### src/rtl/vector_pkg.sv
// Shared types and helpers for the vector item streamer.
package vector_pkg;

    localparam int DEF_LANES = 20;
    localparam int DEF_WIDTH = 10;

    typedef enum logic [1:0] {IDLE, RUN, DONE} stream_state_t;

    // Lane step that stays inside [0, lanes) given idx, stride < lanes.
    function automatic int unsigned wrap_add(input int unsigned idx,
                                             input int unsigned stride,
                                             input int unsigned lanes);
        int unsigned sum;
        sum = idx + stride;
        if (sum >= lanes)
            sum = sum - lanes;
        return sum;
    endfunction

endpackage

### src/rtl/lane_index_stepper.sv
// Holds the current lane index, the remaining visit count and the captured stride.
module lane_index_stepper
    import vector_pkg::*;
#(
    parameter int LANES = DEF_LANES,
    parameter int AW    = (LANES > 1) ? $clog2(LANES) : 1,
    parameter int CW    = 8
) (
    input  logic          clk,
    input  logic          rst_n,
    input  logic          load,
    input  logic          step,
    input  logic [AW-1:0] base,
    input  logic [AW-1:0] stride,
    input  logic [CW-1:0] count,
    output logic [AW-1:0] idx,
    output logic [CW-1:0] rem,
    output logic          last
);

    logic [AW-1:0] idx_p0;
    logic [CW-1:0] rem_p0;
    logic [AW-1:0] stride_p0;

    always_ff @(posedge clk or negedge rst_n) begin
        if (!rst_n) begin
            idx_p0    <= '0;
            rem_p0    <= '0;
            stride_p0 <= '0;
        end else if (load) begin
            idx_p0    <= base;
            rem_p0    <= count;
            stride_p0 <= stride;
        end else if (step) begin
            idx_p0 <= AW'(wrap_add(32'(idx_p0), 32'(stride_p0), LANES));
            rem_p0 <= rem_p0 - CW'(1);
        end
    end

    assign idx  = idx_p0;
    assign rem  = rem_p0;
    assign last = (rem_p0 == CW'(1));

endmodule

### src/rtl/vector_item_streamer.sv
// Captures a vector and streams base, base+stride, ... (mod LANES) one element per handshake.
// Optional lane masking is enabled by defining VECTOR_STREAM_MASK_EN.
module vector_item_streamer
    import vector_pkg::*;
#(
    parameter int LANES = DEF_LANES,
    parameter int WIDTH = DEF_WIDTH,
    parameter int AW    = (LANES > 1) ? $clog2(LANES) : 1,
    parameter int CW    = 8
) (
    input  logic                        clk,
    input  logic                        rst_n,
    input  logic                        start,
    input  logic [LANES-1:0][WIDTH-1:0] vec_in,
    input  logic [AW-1:0]               base,
    input  logic [AW-1:0]               stride,
    input  logic [CW-1:0]               count,
`ifdef VECTOR_STREAM_MASK_EN
    input  logic [LANES-1:0]            mask_in,
`endif
    output logic                        item_valid,
    input  logic                        item_ready,
    output logic [WIDTH-1:0]            item,
    output logic [AW-1:0]               item_idx,
    output logic                        item_last,
    output logic                        busy,
    output logic                        done,
    output logic                        err
);

    stream_state_t               state_p0;
    logic [LANES-1:0][WIDTH-1:0] shadow_p0;
    logic                        err_p0;

    logic [AW-1:0] idx;
    logic [CW-1:0] rem;
    logic          last;

    logic bad_req;
    logic accept;
    logic load;
    logic run;
    logic lane_on;
    logic vld_p0;
    logic fire;
    logic step;

    assign bad_req = (int'(base) >= LANES) || (int'(stride) >= LANES);
    assign accept  = (state_p0 == IDLE) && start && !bad_req;
    assign load    = accept && (count != '0);
    assign run     = (state_p0 == RUN);

`ifdef VECTOR_STREAM_MASK_EN
    logic [LANES-1:0] mask_p0;

    always_ff @(posedge clk or negedge rst_n) begin
        if (!rst_n)
            mask_p0 <= '0;
        else if (load)
            mask_p0 <= mask_in;
    end

    assign lane_on = mask_p0[idx];
`else
    assign lane_on = 1'b1;
`endif

    // A masked lane still consumes one visit, but never waits for the consumer.
    assign vld_p0 = run && lane_on;
    assign fire   = vld_p0 && item_ready;
    assign step   = run && (fire || !lane_on);

    lane_index_stepper #(
        .LANES (LANES),
        .AW    (AW),
        .CW    (CW)
    ) u_stepper (
        .clk    (clk),
        .rst_n  (rst_n),
        .load   (load),
        .step   (step),
        .base   (base),
        .stride (stride),
        .count  (count),
        .idx    (idx),
        .rem    (rem),
        .last   (last)
    );

    always_ff @(posedge clk or negedge rst_n) begin
        if (!rst_n) begin
            state_p0  <= IDLE;
            shadow_p0 <= '0;
            err_p0    <= 1'b0;
        end else begin
            err_p0 <= 1'b0;
            case (state_p0)
                IDLE: begin
                    if (start) begin
                        if (bad_req) begin
                            err_p0 <= 1'b1;
                        end else if (count == '0) begin
                            state_p0 <= DONE;
                        end else begin
                            shadow_p0 <= vec_in;
                            state_p0  <= RUN;
                        end
                    end
                end
                RUN: begin
                    if (step && last)
                        state_p0 <= DONE;
                end
                DONE: state_p0 <= IDLE;
                default: state_p0 <= IDLE;
            endcase
        end
    end

    assign item_valid = vld_p0;
    assign item       = run ? shadow_p0[idx] : '0;
    assign item_idx   = run ? idx : '0;
    assign item_last  = run && last;
    assign busy       = (state_p0 != IDLE);
    assign done       = (state_p0 == DONE);
    assign err        = err_p0;

endmodule
### config.mk
export PLATFORM = sky130hd
export DESIGN_NAME = vector_item_streamer
export DESIGN_NICKNAME = d
export VERILOG_FILES = /design/src/rtl/vector_pkg.sv /design/src/rtl/lane_index_stepper.sv /design/src/rtl/vector_item_streamer.sv
export SDC_FILE = /design/constraint.sdc
export NUM_CORES = 1
export LEC_CHECK = 0
export BUFFER_PORTS_ARGS = -buffer_cell sky130_fd_sc_hd__buf_4
export CAP_MARGIN = 20
export CELL_PAD_IN_SITES_DETAIL_PLACEMENT = 1
export CELL_PAD_IN_SITES_GLOBAL_PLACEMENT = 1
export CORE_MARGIN = 2
export CORE_UTILIZATION = 40
export CTS_CLUSTER_SIZE = 40
export DETAILED_ROUTE_END_ITERATION = 12
export PLACE_DENSITY = 0.83
export SETUP_SLACK_MARGIN = 0.4
export SLEW_MARGIN = 15
export SYNTH_ARGS = -nofsm -noshare
export SYNTH_HDL_FRONTEND = slang
export SYNTH_SLANG_ARGS = --single-unit
### constraint.sdc
create_clock -name clk -period 2.44 [get_ports clk]
set_input_delay 0.122 -clock clk [delete_from_list [all_inputs] [get_ports clk]]
set_output_delay 0.122 -clock clk [all_outputs]
set_load 0.05 [all_outputs]
==> results.json, run 1 <==
{
  "cp_slowest_cell": "dfrtp_4",
  "synth_area_sq_um": 10600,
  "dp_hpwl_um": 24400,
  "worst_pin_slew_ns": 0.645,
  "start_util": 0.407,
  "utilization": 0.639,
  "crit_start": "u_stepper.idx[0]",
  "yosysTopAreaCellShare": 0.521,
  "avgSynthCellArea_sq_um": 9.26,
  "synth_cell_types": 47,
  "leakage_nw": 8.30,
  "fill_cells": 2829,
  "first_iter_violations": 1297,
  "synthArstFlopShare": 1.00,
  "drive_above_1_share": 0.281,
  "crit_buf_inv": 4,
  "ys_ff_latch": 221,
  "syn_nets": 1378,
  "ys_warn_count": 0,
  "slowest_delay_ns": 0.51,
  "die-height_um": 167,
  "post_drt_via_cell_ratio": 5.85,
  "synth_area_leaders": "dfrtp_1 52%, nand2_1 22%, mux4_2 7.6%",
  "wl_um": 56400,
  "port-buffer-count": 241,
  "synth_edf_count": 0,
  "period_minus_slack_ns": 2.83,
  "cp.arrival_ns": 2.71,
  "fp.coreArea_sq_um": 26100,
  "grt.total_usage": 0.349,
  "crit_family": "buffers and inverters",
  "r2r-start": "u_stepper.idx[0]",
  "setup_viol": 13,
  "clk_path_buf_depth": 3,
  "overflow": 0,
  "cts_made_buffers": 25,
  "row_count": 59,
  "dr.pass1.iters": 5,
  "ios": 242,
  "path_clk_slew_ns": 0.06,
  "area_growth_pct": 57.0,
  "hold_viol": 0,
  "vias": 11700,
  "layout.nets": 1862,
  "fin_crit_sh": 1.16,
  "hold_path_class": "in2reg",
  "clock-sinks": 221,
  "dieWidth_um": 167,
  "grt_pass1_vias": 12500,
  "syn_inst": 1146,
  "crit_type": "reg2out",
  "grt_setup_unrepaired": "true",
  "multi_input_comb_area_sq_um": 4900,
  "slew_headroom": 0.570,
  "drv_slew": 0,
  "path_cells": "buf_12 -> buf_16 -> buf_4 -> mux2i_1 -> o21bai_1 -> o22ai_1 -> nor3_2 -> a221o_2 -> buf_6",
  "htreeDepth": 1,
  "antenna_found_initial": 10,
  "place_area_sq_um": 12800,
  "max_freq_ghz": 0.354,
  "synth_most_common_cell": "nand2_1",
  "cp-end-kind": "primary output",
  "peakVddDrop_mv": 0.942,
  "synth_common_cells": "632 x nand2_1, 221 x dfrtp_1, 36 x mux4_2",
  "remaining_drc_errors": 0,
  "clk_latency_ns": 0.54,
  "fin_worst_skew_ns": 0.0189,
  "cp_max_fo": 14,
  "maxCapViolCount": 0,
  "min-delay-start": "base[2]",
  "dieArea_sq_um": 27800,
  "gp_congestion": 0.866,
  "routedWlPerCell_um": 28.2,
  "synth_flop_cell": "dfrtp_1",
  "postLayoutCellArea_sq_um": 16700,
  "grt_max_degree": 77,
  "cts_tree": "built",
  "violations": "setup timing",
  "synth_top_area_cell": "dfrtp_1",
  "startpoint_type": "flip-flop",
  "layout.area.seq_sq_um": 5540,
  "required_ns": 2.32,
  "setup_slack_ns": -0.388,
  "ant_nets": 0,
  "grt_pass1_wl_um": 74300,
  "status": "finished with violations",
  "p_per_area_nw_per_um2": 1320,
  "root_buffer": "clkbuf_16",
  "seq_area_frac_synth": 0.521
}
[final timing paths]
kind                               endpoint  slack [ns]  depth (start not counted)
max reg2reg                u_stepper.idx[2]       -0.34                         11
max                                 item[2]       -0.39                          9
min in group asynchronous     shadow_p0[60]        0.16                          2
min reg2reg                   shadow_p0[11]        0.49                          2
min                                     err        0.04                          3
max in group asynchronous       state_p0[0]        1.46                          3
[worst min-delay path, cell delays in order]
cell     delay (ns)
buf_4          0.09
o21ai_0        0.12
a21oi_1        0.18
[state kept, by name, indices dropped and copies added, names as in the netlist]
signal               flops
u_stepper.stride_p0      5
shadow_p0              200
u_stepper.idx            5
u_stepper.rem            8
err                      1
state_p0                 2
[routing by layer]
| metal | wire, um | GRT usage | vias to the layer above |
|---|---|---|---|
| met2 | 26900 | 0.600 | 829 |
| met1 | 20100 | 0.402 | 5820 |
| met3 | 4320 | 0.0606 | 322 |
| li1 | - | - | 4707 |
| met5 | 13 | 0 | - |
| met4 | 5030 | 0.228 | 2 |
[cells by family after synthesis]
logic type                 share of synthesized area
and+or+nand+nor                                0.249
DFF                                            0.521
AOI/OAI and AO/OA                             0.0521
muxes                                          0.119
buffers and inverters                         0.0441
adders and majority gates                     0.0125
xor gates and xnor gates                     0.00248
[cell usage in the layout (no fill, tap or decap), types with 8 or more instances in the layout]
cell / netlist / routed
mux2_2: 24 / 19
dlygate4sd3_1: 0 / 221
clkbuf_16: 0 / 29
o21ai_0: 15 / 8
buf_6: 18 / 18
diode_2: 0 / 13
buf_12: 0 / 14
mux2i_1: 18 / 12
buf_4: 7 / 260
dfrtp_1: 221 / 219
clkbuf_8: 0 / 8
nand2_1: 632 / 630
mux4_2: 36 / 36
a21oi_1: 14 / 10
[metrics by stage]
stage	power [mW]	hold slack (ns)	setup TNS (ns)	std cells	worst slack [ns]
floorplan	11.9	-0.174	0	1146	0.223
global placement	14.2	0.150	0	1687	0.149
detailed placement	14.6	0.151	-0.0426	1687	-0.0426
CTS	19.5	0.0266	-2.49	1964	-0.293
global route	22.7	0.0994	-4.54	1995	-0.405
finish	22.1	0.0362	-4.16	1997	-0.388
[repair_timing]
action	CTS	global route
gates cloned	1	4
pin swaps	8	19
buffers inserted	9	16
endpoints found under the hold margin	292	0
setup endpoints to repair	14	147
hold buffers	221	0
gates resized for setup	44	44
[where the power goes]
part	internal, mW	switching, mW
Combinational	4.62	6.10
Sequential	5.56	1.82
Clock	2.25	1.71
Total	12.4	9.63
[layout make-up]
type                            count  area share
Antenna cell                       13     0.00195
Sequential cell                   221       0.332
Clock buffer                       39      0.0455
Timing Repair Buffer              525       0.295
Inverter                            6     0.00135
Tap cell                          335      0.0252
Clock inverter                      7     0.00413
Multi-Input combinational cell    851       0.294
No activity file was read; power rests on OpenSTA's default activity.
==> inputs of run 2 (changes only) <==
--- a/config.mk
+++ b/config.mk
@@ -14,6 +14,7 @@
 export CTS_CLUSTER_SIZE = 40
 export DETAILED_ROUTE_END_ITERATION = 12
 export PLACE_DENSITY = 0.83
+export REMOVE_ABC_BUFFERS = 1
 export SETUP_SLACK_MARGIN = 0.4
 export SLEW_MARGIN = 15
 export SYNTH_ARGS = -nofsm -noshare
==> run 2 against run 1 <==
Fmax rose by 2.1%. Total power down 4.9%. Clock power about the same. Setup slack better by 0.058 ns. Global-route usage down 3.0 points. Largest power group unchanged. Count of clock-buffer cells in the layout unchanged. Combinational power decreased by 7%. Non-clock buffer count fell by 8. Hold slack better by 0.063 ns. The flow still finishes with violations (setup timing).
==> results.json, run 2 (synthesis gave the netlist of run 1 again) <==
{
  "grt_util_met2": 0.577,
  "largest_register_ffs": 200,
  "grt.total_usage": 0.319,
  "port-buffer-count": 241,
  "cts_tree": "built",
  "crit_start": "u_stepper.idx[0]",
  "cts_made_buffers": 26,
  "cp-endpoint": "item[4]",
  "drv_slew": 0,
  "clk_path_buf_depth": 3,
  "grt_pass1_wl_um": 69100,
  "dieArea_sq_um": 27800,
  "maxCapViolCount": 0,
  "dr.pass1.iters": 5,
  "cp.arrival_ns": 2.65,
  "gp_congestion": 0.774,
  "first_iter_violations": 801,
  "status": "finished with violations",
  "leakage_nw": 8.30,
  "layout.nets": 1857,
  "global_route.usage.met1": 0.358,
  "post_drt_via_cell_ratio": 5.43,
  "worst_pin_slew_ns": 0.558,
  "area_growth_pct": 56.7,
  "use_met3": 0.0611,
  "remaining_drc_errors": 0,
  "ant_nets": 0,
  "setup_viol": 13,
  "max_freq_ghz": 0.361,
  "peakVddDrop_mv": 0.795,
  "startpoint_type": "flip-flop",
  "drive_above_1_share": 0.271,
  "die-height_um": 167,
  "path_clk_slew_ns": 0.06,
  "overflow": 0,
  "setup_slack_ns": -0.330,
  "layout_common_cells": "631 x nand2_1, 258 x buf_4, 221 x dlygate4sd3_1",
  "largest-register": "shadow_p0",
  "cp_max_fo": 5,
  "fin_worst_skew_ns": 0.0100,
  "period_minus_slack_ns": 2.77,
  "hold_path_class": "in2async",
  "fin_crit_sh": 1.14,
  "root_buffer": "clkbuf_16",
  "final_common_cell": "nand2_1",
  "slew_headroom": 0.628,
  "ios": 242,
  "dieWidth_um": 167,
  "clk_latency_ns": 0.53,
  "grt_setup_unrepaired": "true",
  "wl_um": 47500,
  "fill_cells": 2791,
  "reg2reg_slack_ns": -0.18,
  "top_usage_layer": "met2",
  "power_mw": 21.0,
  "htreeDepth": 1,
  "pre_cts_slack_ns": -0.0855,
  "vias": 10800,
  "crit_type": "reg2out",
  "ff2ff_path_depth": 11,
  "grt_max_degree": 101,
  "start_util": 0.407,
  "required_ns": 2.32,
  "fp.coreArea_sq_um": 26100,
  "clock-sinks": 221,
  "p_per_area_nw_per_um2": 1260,
  "routedWlPerCell_um": 23.9,
  "worstReg2RegEnd": "u_stepper.idx[2]",
  "hold_viol": 0,
  "grt_pass1_vias": 12200,
  "row_count": 59,
  "dp_hpwl_um": 22100,
  "cp-end-kind": "primary output",
  "r2r-start": "u_stepper.idx[0]",
  "antenna_found_initial": 9,
  "violations": "setup timing"
}
==> run 2: cell count changes in the layout (fill, tap and decap cells not counted), moves of 3 or more <==
cell     previous run  this run
mux2_2             19        16
diode_2            13         9
a221o_1             2         9
a21oi_2             4         1
mux2i_2             4         0
mux2_4              5         8
a221o_2             7         0
mux2i_1            12        16
buf_6              18        13
==> run 2: how the worst min path moves through the flow <==
stage	start	cells past startpoint	to
after floorplan	rst_n	0	err
after global placement	rst_n	1	shadow_p0[98]
after detailed placement	rst_n	1	shadow_p0[98]
after CTS	rst_n	2	shadow_p0[98]
after global routing	rst_n	2	shadow_p0[98]
final	rst_n	2	shadow_p0[98]
==> run 2: routing by layer <==
| metal | wire [um] | vias to the layer above |
|---|---|---|
| li1 | - | 4707 |
| met1 | 17500 | 5460 |
| met2 | 25100 | 471 |
| met3 | 2570 | 154 |
| met4 | 2290 | 0 |
| met5 | 0 | - |
==> run 2: power breakdown <==
part	internal, mW	total, mW	switching, mW
clock network	2.36	3.99	1.64
registers	5.56	6.96	1.40
logic	4.62	10.0	5.41
==> run 2: area by class of cell <==
class                   count  area, sq um  share of cell area
well taps                 335          419              0.0252
multi-input cells         853         4910               0.295
inverters                   6         22.5             0.00135
diodes                      9         22.5             0.00135
clock buffers              39          801              0.0482
flip-flops and latches    221         5540               0.333
repair buffers            517         4850               0.292
clock inverters             7         62.6             0.00376
==> run 2: critical path, stage by stage (launching register included) <==
cell,delay [ns]
dfrtp_4,0.51
buf_12,0.16
buf_16,0.14
buf_12,0.13
mux4_2,0.43
mux2_4,0.31
a22oi_2,0.16
o21ai_2,0.10
buf_6,0.16
==> run 2: repair_timing <==
| item | in CTS | in global routing |
|---|---|---|
| setup endpoints to repair | 14 | 210 |
| pin swaps | 17 | 20 |
| gates cloned | 4 | 6 |
| hold buffers | 221 | 0 |
| gates resized for setup | 48 | 39 |
| setup buffers | 10 | 8 |
| endpoints found under the hold margin | 277 | 0 |
==> run 2: metrics by stage <==
| step | std cells | area [sq um] | util | hold slack [ns] | setup TNS, ns |
|---|---|---|---|---|---|
| final | 1987 | 16600 | 0.638 | 0.0993 | -2.80 |
| after global placement | 1683 | 12800 | 0.491 | 0.0903 | 0 |
| after global routing | 1987 | 16600 | 0.638 | 0.141 | -3.43 |
| after detailed placement | 1683 | 12800 | 0.491 | 0.0963 | -0.170 |
| after floorplan | 1078 | 10200 | - | -0.174 | -2054.75 |
| after CTS | 1964 | 16200 | 0.623 | 0.132 | -2.40 |
==> inputs of run 3 (changes only) <==
--- a/config.mk
+++ b/config.mk
@@ -9,6 +9,7 @@
 export CAP_MARGIN = 20
 export CELL_PAD_IN_SITES_DETAIL_PLACEMENT = 1
 export CELL_PAD_IN_SITES_GLOBAL_PLACEMENT = 1
+export CORE_ASPECT_RATIO = 1.25
 export CORE_MARGIN = 2
 export CORE_UTILIZATION = 40
 export CTS_CLUSTER_SIZE = 40
==> run 3 against run 2 <==
The run still ends with setup timing left. Largest cell class unchanged. Global-route usage increased by 4.3 points. Clock power about the same. Via count grew 5.6%. Critical path type unchanged. Sequential power increased by 2%. Critical endpoint is now item[3].
==> results.json, run 3 (synthesis gave the netlist of run 1 again) <==
{
  "dr_wl_met2_um": 28100,
  "status": "finished with violations",
  "die-height_um": 186,
  "utilization": 0.639,
  "layout.area.seq_sq_um": 5540,
  "drive_above_1_share": 0.278,
  "start_util": 0.407,
  "fill_cells": 2877,
  "startpoint_type": "flip-flop",
  "first_iter_violations": 758,
  "remaining_drc_errors": 0,
  "antenna_found_initial": 11,
  "wl_um": 53200,
  "wl_met3_um": 3290,
  "dpl.cell_count": 1693,
  "peakVddDrop_mv": 0.624,
  "max_freq_ghz": 0.361,
  "wl_met1_um": 17500,
  "grt_setup_unrepaired": "true",
  "htreeDepth": 1,
  "cp_slowest_cell": "dfrtp_4",
  "setup_viol": 12,
  "grt_pass1_wl_um": 75300,
  "crit_type": "reg2out",
  "cp-end-kind": "primary output",
  "fp.coreArea_sq_um": 26100,
  "routedWlPerCell_um": 26.6,
  "grt_max_degree": 87,
  "path_cells": "buf_6 -> buf_12 -> buf_4 -> mux2i_2 -> o21bai_2 -> a21oi_1 -> nor3_1 -> a221o_1 -> buf_6",
  "root_buffer": "clkbuf_16",
  "whs_ns": 0.155,
  "cts_made_buffers": 24,
  "overflow": 0,
  "dp_hpwl_um": 23000,
  "ios": 242,
  "gp_congestion": 0.825,
  "required_ns": 2.32,
  "setup_slack_ns": -0.328,
  "period_minus_slack_ns": 2.77,
  "hold_viol": 0,
  "hold_path_class": "in2async",
  "fin_worst_skew_ns": 0.0155,
  "dr.max_layer_used": "met5",
  "layout_common_cells": "630 x nand2_1, 262 x buf_4, 221 x dlygate4sd3_1",
  "dieArea_sq_um": 27900,
  "dieWidth_um": 150,
  "slowest_delay_ns": 0.54,
  "path_clk_slew_ns": 0.06,
  "clock-sinks": 221,
  "leakage_nw": 8.33,
  "row_count": 66,
  "crit_buf_inv": 4,
  "clk_path_buf_depth": 3,
  "p_per_area_nw_per_um2": 1290,
  "stdcell_count": 2001,
  "grt_pass1_vias": 12900,
  "vias": 11400,
  "crit_family": "compound AO/OA/AOI/OAI gates",
  "multi_input_comb_area_sq_um": 4920,
  "power_mw": 21.6,
  "maxCapViolCount": 0,
  "layout.nets": 1863,
  "largest-register": "shadow_p0",
  "slew_headroom": 0.622,
  "cts_tree": "built",
  "post_drt_via_cell_ratio": 5.70,
  "dr.pass1.iters": 4,
  "cpMostUsedCell": "buf_6",
  "worst_pin_slew_ns": 0.560,
  "fin_crit_sh": 1.13,
  "area_growth_pct": 57.2,
  "final_common_cell": "nand2_1",
  "grt.total_usage": 0.363,
  "port-buffer-count": 241,
  "violations": "setup timing",
  "ant_nets": 0,
  "cp.arrival_ns": 2.65,
  "largest_register_ffs": 200,
  "cp_max_fo": 7,
  "clk_latency_ns": 0.53,
  "drv_slew": 0
}
run 3: changes by cell type in the layout (fill, tap and decap cells not counted), sizes merged:
| cell | before | now |
|---|---|---|
| clkinv | 5 | 2 |
| clkinvlp | 1 | 0 |
| bufinv | 1 | 2 |
| buf | 291 | 301 |
| bufbuf | 1 | 0 |
| inv | 6 | 7 |
| diode | 9 | 13 |
| clkbuf | 43 | 41 |
run 3: final timing paths:
| check | start | end | slack [ns] | depth (start not counted) |
|---|---|---|---|---|
| hold / removal | rst_n | shadow_p0[54] | 0.15 | 2 |
| setup reg to reg | u_stepper.idx[0] | u_stepper.idx[2] | -0.26 | 11 |
| setup / recovery | u_stepper.idx[0] | item[3] | -0.33 | 9 |
| min in group clk | count[3] | state_p0[1] | 0.30 | 5 |
| hold reg to reg | shadow_p0[22] | shadow_p0[22] | 0.48 | 2 |
| max in group asynchronous | rst_n | shadow_p0[182] | 1.44 | 3 |
run 3: layout make-up:
class                           instances  share of cell area
Antenna cell                           13             0.00195
Clock buffer                           38              0.0452
Clock inverter                          5             0.00473
Inverter                                6             0.00135
Multi-Input combinational cell        853               0.295
Sequential cell                       221               0.332
Tap cell                              340              0.0255
Timing Repair Buffer                  525               0.295
run 3: metrics by stage:
| step | setup WS (ns) | TNS, ns | area (sq um) |
|---|---|---|---|
| 2_1_floorplan | -10.51 | -2054.75 | 10200 |
| 3_3_place_gp | 0.0321 | 0 | 12900 |
| 3_5_place_dp | -0.0677 | -0.126 | 12900 |
| 4_1_cts | -0.214 | -1.54 | 16200 |
| 5_1_grt | -0.375 | -3.63 | 16700 |
| 6_report | -0.328 | -2.89 | 16700 |
run 3: what timing repair did:
item | CTS | global route
endpoints found under the hold margin | 314 | 0
hold buffers | 221 | 0
setup endpoints to repair | 34 | 217
gates resized for setup | 44 | 63
buffers inserted | 12 | 12
gates cloned | 2 | 5
pin swaps | 8 | 25
run 3: report_power, final:
group          switching (mW)  leakage [nW]  total (mW)  internal (mW)
Combinational            5.85          5.17        10.5           4.65
Sequential               1.56          2.74        7.12           5.56
Clock                    1.64         0.412        3.97           2.33
Total                    9.05          8.33        21.6           12.5
run 3: per-layer routing:
layer | vias to the layer above | track usage
li1 | 4719 | -
met1 | 5683 | 0.368
met2 | 678 | 0.666
met3 | 315 | 0.0723
met4 | 2 | 0.246
met5 | - | 0
